`src/rtl/q100_pkg.sv`:
```
// q100 shared types and constants.
// ITCM width macros fall back to 16/32 when the build does not set them.
`ifndef ITCM_ADDR_WIDTH
`define ITCM_ADDR_WIDTH 16
`endif
`ifndef ITCM_DATA_WIDTH
`define ITCM_DATA_WIDTH 32
`endif

package q100_pkg;

  typedef enum logic [1:0] {
    BOOT,
    RUN,
    EXT
  } arb_state_e;

  localparam int ARB_MAX_BURST_DEF = 4;

endpackage

```
`src/rtl/q100_itcm_arb.sv`:
```
// q100 ITCM port arbiter: boot loader / debug access vs. instruction fetch.
// Fetch owns the port in RUN; external bursts are bounded by MAX_BURST.
module q100_itcm_arb
  import q100_pkg::*;
#(
  parameter int AW        = `ITCM_ADDR_WIDTH,
  parameter int DW        = `ITCM_DATA_WIDTH,
  parameter int MAX_BURST = ARB_MAX_BURST_DEF
) (
  input  logic          clk,
  input  logic          rst,
  input  logic          boot_hold_i,
  input  logic [AW-1:0] if_addr_i,
  output logic [DW-1:0] if_data_o,
  output logic          if_pause_o,
  input  logic          ext_req_i,
  input  logic          ext_we_i,
  input  logic [AW-1:0] ext_addr_i,
  input  logic [DW-1:0] ext_wdata_i,
  output logic          ext_gnt_o,
  output logic          ext_rvalid_o,
  output logic [DW-1:0] ext_rdata_o,
  output logic [AW-1:0] itcm_addr_o,
  output logic          itcm_we_o,
  output logic [DW-1:0] itcm_wdata_o,
  input  logic [DW-1:0] itcm_data_i
);

  localparam int CW = $clog2(MAX_BURST + 1);
  localparam logic [CW-1:0] CNT_LAST = CW'(MAX_BURST - 1);
  localparam logic [CW-1:0] CNT_MAX  = CW'(MAX_BURST);

  arb_state_e    state;
  logic [CW-1:0] burst_cnt;
  logic          last_if;
  logic [DW-1:0] if_hold;
  logic          ext_own;
  logic          gnt;

  assign ext_own = (state == BOOT) | (state == EXT);

  // Gated by rst so an asserted reset drops the grant at once.
  assign gnt = rst & ext_req_i & ext_own;

  assign ext_gnt_o    = gnt;
  assign if_pause_o   = (state != RUN);
  assign itcm_addr_o  = gnt ? ext_addr_i : if_addr_i;
  assign itcm_we_o    = gnt & ext_we_i;
  assign itcm_wdata_o = ext_wdata_i;
  assign ext_rdata_o  = itcm_data_i;
  assign if_data_o    = last_if ? itcm_data_i : if_hold;

  always_ff @(posedge clk or negedge rst) begin
    if (!rst) begin
      state        <= BOOT;
      burst_cnt    <= '0;
      last_if      <= 1'b0;
      if_hold      <= '0;
      ext_rvalid_o <= 1'b0;
    end else begin
      last_if      <= (state == RUN);
      ext_rvalid_o <= gnt & ~ext_we_i;
      if (last_if) begin
        if_hold <= itcm_data_i;
      end
      unique case (state)
        BOOT: begin
          burst_cnt <= '0;
          if (!boot_hold_i) begin
            state <= RUN;
          end
        end
        RUN: begin
          burst_cnt <= '0;
          if (ext_req_i || boot_hold_i) begin
            state <= EXT;
          end
        end
        EXT: begin
          if (boot_hold_i) begin
            // Saturate so a long held load cannot wrap the count.
            if (gnt && burst_cnt != CNT_MAX) begin
              burst_cnt <= burst_cnt + 1'b1;
            end
          end else if (!ext_req_i || burst_cnt >= CNT_LAST) begin
            state <= RUN;
          end else begin
            burst_cnt <= burst_cnt + 1'b1;
          end
        end
        default: begin
          state     <= BOOT;
          burst_cnt <= '0;
        end
      endcase
    end
  end

endmodule

```
`config.mk`:
```
export PLATFORM = sky130hd
export DESIGN_NAME = q100_itcm_arb
export DESIGN_NICKNAME = d
export VERILOG_FILES = /design/src/rtl/q100_pkg.sv /design/src/rtl/q100_itcm_arb.sv
export SDC_FILE = /design/constraint.sdc
export NUM_CORES = 1
export LEC_CHECK = 0
export CAP_MARGIN = 20
export CORE_MARGIN = 2
export CORE_UTILIZATION = 27
export CTS_BUF_LIST = sky130_fd_sc_hd__clkbuf_16
export DETAILED_ROUTE_END_ITERATION = 8
export PLACE_DENSITY_LB_ADDON = 0.2
export SKIP_CTS_REPAIR_TIMING = 1
export SYNTH_ARGS = -nofsm -noshare
export SYNTH_HDL_FRONTEND = slang
export SYNTH_SLANG_ARGS = --single-unit
```
`constraint.sdc`:
```
create_clock -name clk -period 1.45 [get_ports clk]
set_input_delay 0.29 -clock clk [delete_from_list [all_inputs] [get_ports clk]]
set_output_delay 0.29 -clock clk [all_outputs]
set_load 0.02 [all_outputs]
```
-- Word level (Yosys, flattened, before mapping)
Cells that the tools add are included.
- register bits: 39
- input bits: 101
- word-level logic and storage cells: 41
- $add $sub $neg: 1
- magnitude comparators: 1
- eq/ne operators: 10
- muxes and demuxes: 11
- bitwise operators: 6
- reductions and logical operators: 7
- operators with widths (kind ; number):
    $mux W32 ; 1
    $mux W16 ; 1
    $mux W3 ; 4
    $mux W2 ; 4
    $ne A2 B1 Y1 const B ; 3
    $ne A3 B3 Y1 const B ; 2
    $pmux W2 S3 ; 1
    $and A1 B1 Y1 ; 4
    $ne A2 B2 Y1 const B ; 2
    $reduce_and A4 Y1 ; 1
    $add A3 B1 Y3 const B ; 1
    $ge A3 B2 Y1 const B ; 1
    $ne A3 B2 Y1 const B ; 1
    $eq A2 B1 Y1 const B ; 1
    $eq A2 B2 Y1 const B ; 1
    $logic_not A2 Y1 ; 1
    $logic_or A1 B1 Y1 ; 2
    $reduce_and A2 Y1 ; 1
    $logic_and A1 B1 Y1 ; 1
    $logic_not A1 Y1 ; 1
    $not A1 Y1 ; 1
    $or A1 B1 Y1 ; 1

-- Depth between registers and ports, before layout
- depth in word-level cells: 7
- gate-level depth with buffers: 5
- gate-level depth less buffers: 5

-- Worst setup path after synthesis
No wires, ideal clock.
- path kind: flip-flop to output port
- start point: register state[0]
- end point: output port itcm_addr_o[10]
- arrival: 1.223 ns
- data required time: 1.160 ns
- path slack: -0.063 ns
- cell stages (with the launch flop): 4
- buffers on the path: 1
- cells stage by stage: dfrtp_1 -> and3b_1 -> buf_4 -> mux2_2
- word-level cells in the longest chain between the ends: 4
- elaborated cells on any way between the ends: 5
- those cells by class: eq/ne (1); mux (1); bitwise (2); reduce/logical (1)
- ends and longest elaborated chain (item ; RTL line ; text):
    start: declaration ; q100_itcm_arb.sv:33 ; arb_state_e state;
    start signal: assignment ; q100_itcm_arb.sv:55 ; state <= BOOT;
    start signal: assignment ; q100_itcm_arb.sv:70 ; state <= RUN;
    start signal: assignment ; q100_itcm_arb.sv:76 ; state <= EXT;
    $eq A2 B2 Y1 or $logic_not A2 Y1 (tied branches) ; q100_itcm_arb.sv:40 ; assign ext_own = (state == BOOT) | (state == EXT);
    $or A1 B1 Y1 (*) ; q100_itcm_arb.sv:40 ;
    $and A1 B1 Y1 (*) ; q100_itcm_arb.sv:43 ; assign gnt = rst & ext_req_i & ext_own;
    via ext_gnt_o ; q100_itcm_arb.sv:20 ; output logic ext_gnt_o,
    $mux W16 (*) ; q100_itcm_arb.sv:47 ; assign itcm_addr_o = gnt ? ext_addr_i : if_addr_i;
    end: declaration ; q100_itcm_arb.sv:23 ; output logic [AW-1:0] itcm_addr_o,
The timed path passes the listed nets; every way through them passes the cells marked *.

-- Worst setup path in the final report
- start point: register state[0]
- end point: output port itcm_addr_o[14]
- word-level cells in the longest chain between the ends: 4
- elaborated cells on any way between the ends: 5
- those cells by class: eq/ne (1); mux (1); bitwise (2); reduce/logical (1)
- ends and longest elaborated chain (item ; RTL line):
    $eq A2 B2 Y1 or $logic_not A2 Y1 (tied branches) ; q100_itcm_arb.sv:40
    $or A1 B1 Y1 (*) ; q100_itcm_arb.sv:40
    $and A1 B1 Y1 (*) ; q100_itcm_arb.sv:43
    $mux W16 (*) ; q100_itcm_arb.sv:47
Mark *: on every way between the ends. The rest lies on a longest branch, timed or not.

==> summary.txt <==
Drt
  – Via count: approximately 1800
  – DRT Pass-1 Iters: 4
  – Residual DRC: 0
  – DR vias/cell: 4.257
  – Initial DRC Count: 39
  – Antenna viol nets, final: 0
  – WL final: 6861 um
  – WL/cell: 16.45 um

Cells and area
  – Fraction of final layout cells sized beyond drive strength 1: a little under half
  – Util after Layout: between 50% and 60%
  – Area added between synthesis and finish: 88.61%
  – Most frequent cells in the layout: clkdlybuf4s50_1, buf_6, mux2_4, dfrtp_1, dlymetal6s2s_1
  – Layout fillers: 713
  – Commonest non-fill, non-tap cell in the layout: clkdlybuf4s50_1
  – Ant diodes: 0
  – Layout Cells excl Fill: 417
  – Final net count: 415

Floorplan
  – IO Count: 217
  – Die Width: about 96 um
  – Initial core utilization: approximately 28%
  – FP Rows: 33
  – Core Box Area: 0.008175 sq mm
  – Die Height: 95.56 um
  – Die area: 0.009132 sq mm

Critical path
  – Crit path max-delay cell type: dfrtp_1
  – Worst path bufs/invs: 2
  – CP Class: reg -> out
  – CP Depth: 4
  – Worst Reg-to-Reg Cells: 5
  – Worst reg2reg startpoint: state[0]
  – Reg-to-Reg End: burst_cnt[1]
  – Arrival @ worst endpoint: 1.65 ns
  – Type of origin of the critical path: flop
  – CP peak stage delay: 0.38 ns
  – Crit path cell chain: and3b_2, clkbuf_16, mux2_4, buf_6
  – Critical Path RT: 1.16 ns
  – Setup crit end kind: output port
  – Max FO, Critical Path: 5
  – R2R Setup Slk: approximately 0.020 ns
  – Crit-path leading delay family: flip-flops

Logic synthesis
  – Mapped Cells: around 190
  – Synth area leaders: dfrtp_1, mux2_2, buf_4, ha_1, mux2i_1
  – Largest family of logic cells by synthesized area: multiplexers
  – Synth area leader: dfrtp_1
  – Mux contribution to synthesized area: 25.21%
  – Post-synth cell types: 23
  – Synth Area in Compound Gates: 3.151%
  – Synth top area share: 43.12%
  – Net Count, Synth: 293
  – Sequential area share after synthesis: 43.12%
  – Yosys warns: 0
  – #FFs+latches synth: 39
  – Simple-gate area share of the yosys netlist: 3.151%
  – Mapped Area: 0.002263 sq mm
  – Syn_area_per_cell: 11.98 sq um
  – Xor-xnor portion of the synthesized cell area: 0%
  – Adder-Cell Fraction of Synth Area: between 1.5 and 2%

Pwr
  – Gate power share: 59.7%
  – Static Leak: 2.249 nW
  – Reg power frac: 25.4%
  – Final Power: around 6.8 mW
  – Switching Share: 32.84%
  – Pwr Density: around 1600 mW/mm^2
  – Int Power: 4.543 mW
  – Worst vdd ir: between 600 and 700 uV
  – Net Switching: 2.221 mW
  – Clock power frac: between 10% and 20%

Placement
  – Port Buffers: between 150 and 200
  – Placed cell count: 392
  – Dpl ws: -0.9090 ns
  – Detail Placement HPWL: 4649 um
  – Gp weighted congestion: 0.6807

STA
  – WHS: roughly 0.11 ns
  – RSZ-0062 raised after global routing: true
  – Final Worst Setup Slack: -0.4854 ns
  – Setup violators final: 50
  – Max Slew Vio Count: 0
  – Fin. Hold Viols: 0
  – Min Tclk post-route: 1.935 ns
  – Slew headroom: 66.23%
  – Worst-margin pin slew: 0.5066 ns
  – Fmax: 516.7 MHz
  – Clock skew: 0.002352 ns
  – Final cycle utilization of the critical path: 133.5%

Outcome
  – Outcome: complete, but fails checks
  – Failing checks: negative setup slack

GRT
  – GR Util All Layers: 11.51%
  – Largest net degree at the start of global routing: 40
  – First-pass GRT wire length: 7893 um
  – Vias in the first global route: 1650
  – Gr ovfl total: 0
  – Initial antenna violation count: 0

Clocking
  – CTS clk-pin slew, worst paths: 0.05 ns
  – CTS root buffer: clkbuf_16
  – CTS tree: done
  – CTS Buf Count: 5
  – CTS sink count: 39
  – H-tree Lvls: 2
  – Clk_lat worst skew: about 0.27 ns
  – CTS Buffer Depth: 2

Min path
  – Worst min-delay path class: in -> async

Run
  – Max Cap Viol: 0
power by group through the flow:
stage / logic, mW / registers (mW) / clock network [mW]
floorplan: 1.78 / 1.67 / 0
global placement: 3.09 / 1.69 / 0
detailed placement: 3.11 / 1.71 / 0
CTS: 3.12 / 1.69 / 1.05
global route: 4.24 / 1.77 / 1.12
finish: 4.04 / 1.72 / 1.01
worst max-delay path by stage:
| stage | from | to | slack [ns] |
|---|---|---|---|
| after CTS | ext_req_i | itcm_addr_o[9] | -0.93 |
| after global routing | state[0] | itcm_addr_o[13] | -0.56 |
| after detailed placement | ext_req_i | itcm_addr_o[9] | -0.91 |
| final | state[0] | itcm_addr_o[14] | -0.49 |
| after global placement | ext_req_i | itcm_addr_o[9] | -0.91 |
| after floorplan | state[0] | itcm_addr_o[10] | -0.04 |
metrics by stage:
step,setup TNS [ns],cell area (sq um)
floorplan,-0.5014,2278
global placement,-36.13,3562
detailed placement,-36.28,3562
CTS,-44.36,3700
global route,-21.08,4269
finish,-18.14,4269
layout make-up:
| cell class | count | area, sq um | share of cell area [%] |
|---|---|---|---|
| clock buffer | 5 | 125.1 | 2.931 |
| clock inverter | 3 | 12.51 | 0.2931 |
| inverter | 5 | 18.77 | 0.4396 |
| multi-input combinational | 75 | 937.1 | 21.95 |
| sequential | 39 | 977.2 | 22.89 |
| tap | 105 | 131.4 | 3.077 |
| timing repair buffer | 185 | 2067 | 48.42 |
worst register-to-register path: stages, from the launching register on:
cell,delay [ns]
dfrtp_1,0.35
and3b_2,0.29
clkbuf_16,0.19
buf_4,0.14
a22oi_4,0.18
mux2i_1,0.21
layer usage:
| layer | GRT usage [%] | wire (um) | vias up |
|---|---|---|---|
| li1 | - | - | 810 |
| met3 | 4.901 | 860 | 5 |
| met1 | 11.94 | 2304 | 828 |
| met5 | 0 | 0 | - |
| met4 | 3.571 | 57 | 0 |
| met2 | 20.86 | 3639 | 132 |
flip-flops by register name, summed over array words and instances (netlist names):
register	count
burst_cnt	3
ext_rvalid_o	1
if_hold	32
last_if	1
state	2
kinds of logic (layout without fill, tap and decap cells):
| kind of cell | count (synthesis) | in the layout |
|---|---|---|
| adder cells (fa/ha/maj) | 3 | 3 |
| buffers and inverters | 75 | 198 |
| AO/OA/AOI/OAI | 9 | 9 |
| multiplexers | 51 | 51 |
| AND/OR/NAND/NOR | 12 | 12 |
| flip-flops | 39 | 39 |
Yosys cell counts:
| cell type | n |
|---|---|
| mux2_1 | 2 |
| nor3b_2 | 1 |
| buf_6 | 1 |
| a31oi_1 | 1 |
| nand2b_1 | 1 |
| a31o_2 | 1 |
| dfrtp_1 | 39 |
| clkbuf_1 | 1 |
| mux2_2 | 46 |
| nand2_1 | 5 |
| buf_2 | 3 |
| and3b_1 | 1 |
| a21boi_0 | 1 |
| buf_4 | 65 |
| nor2b_1 | 3 |
| and2_1 | 1 |
| a22oi_4 | 1 |
| a21o_1 | 1 |
| ha_1 | 3 |
| inv_1 | 5 |
| mux2i_1 | 3 |
| o21ai_0 | 2 |
| a21oi_1 | 2 |
Power figures use the tool's default switching activity.
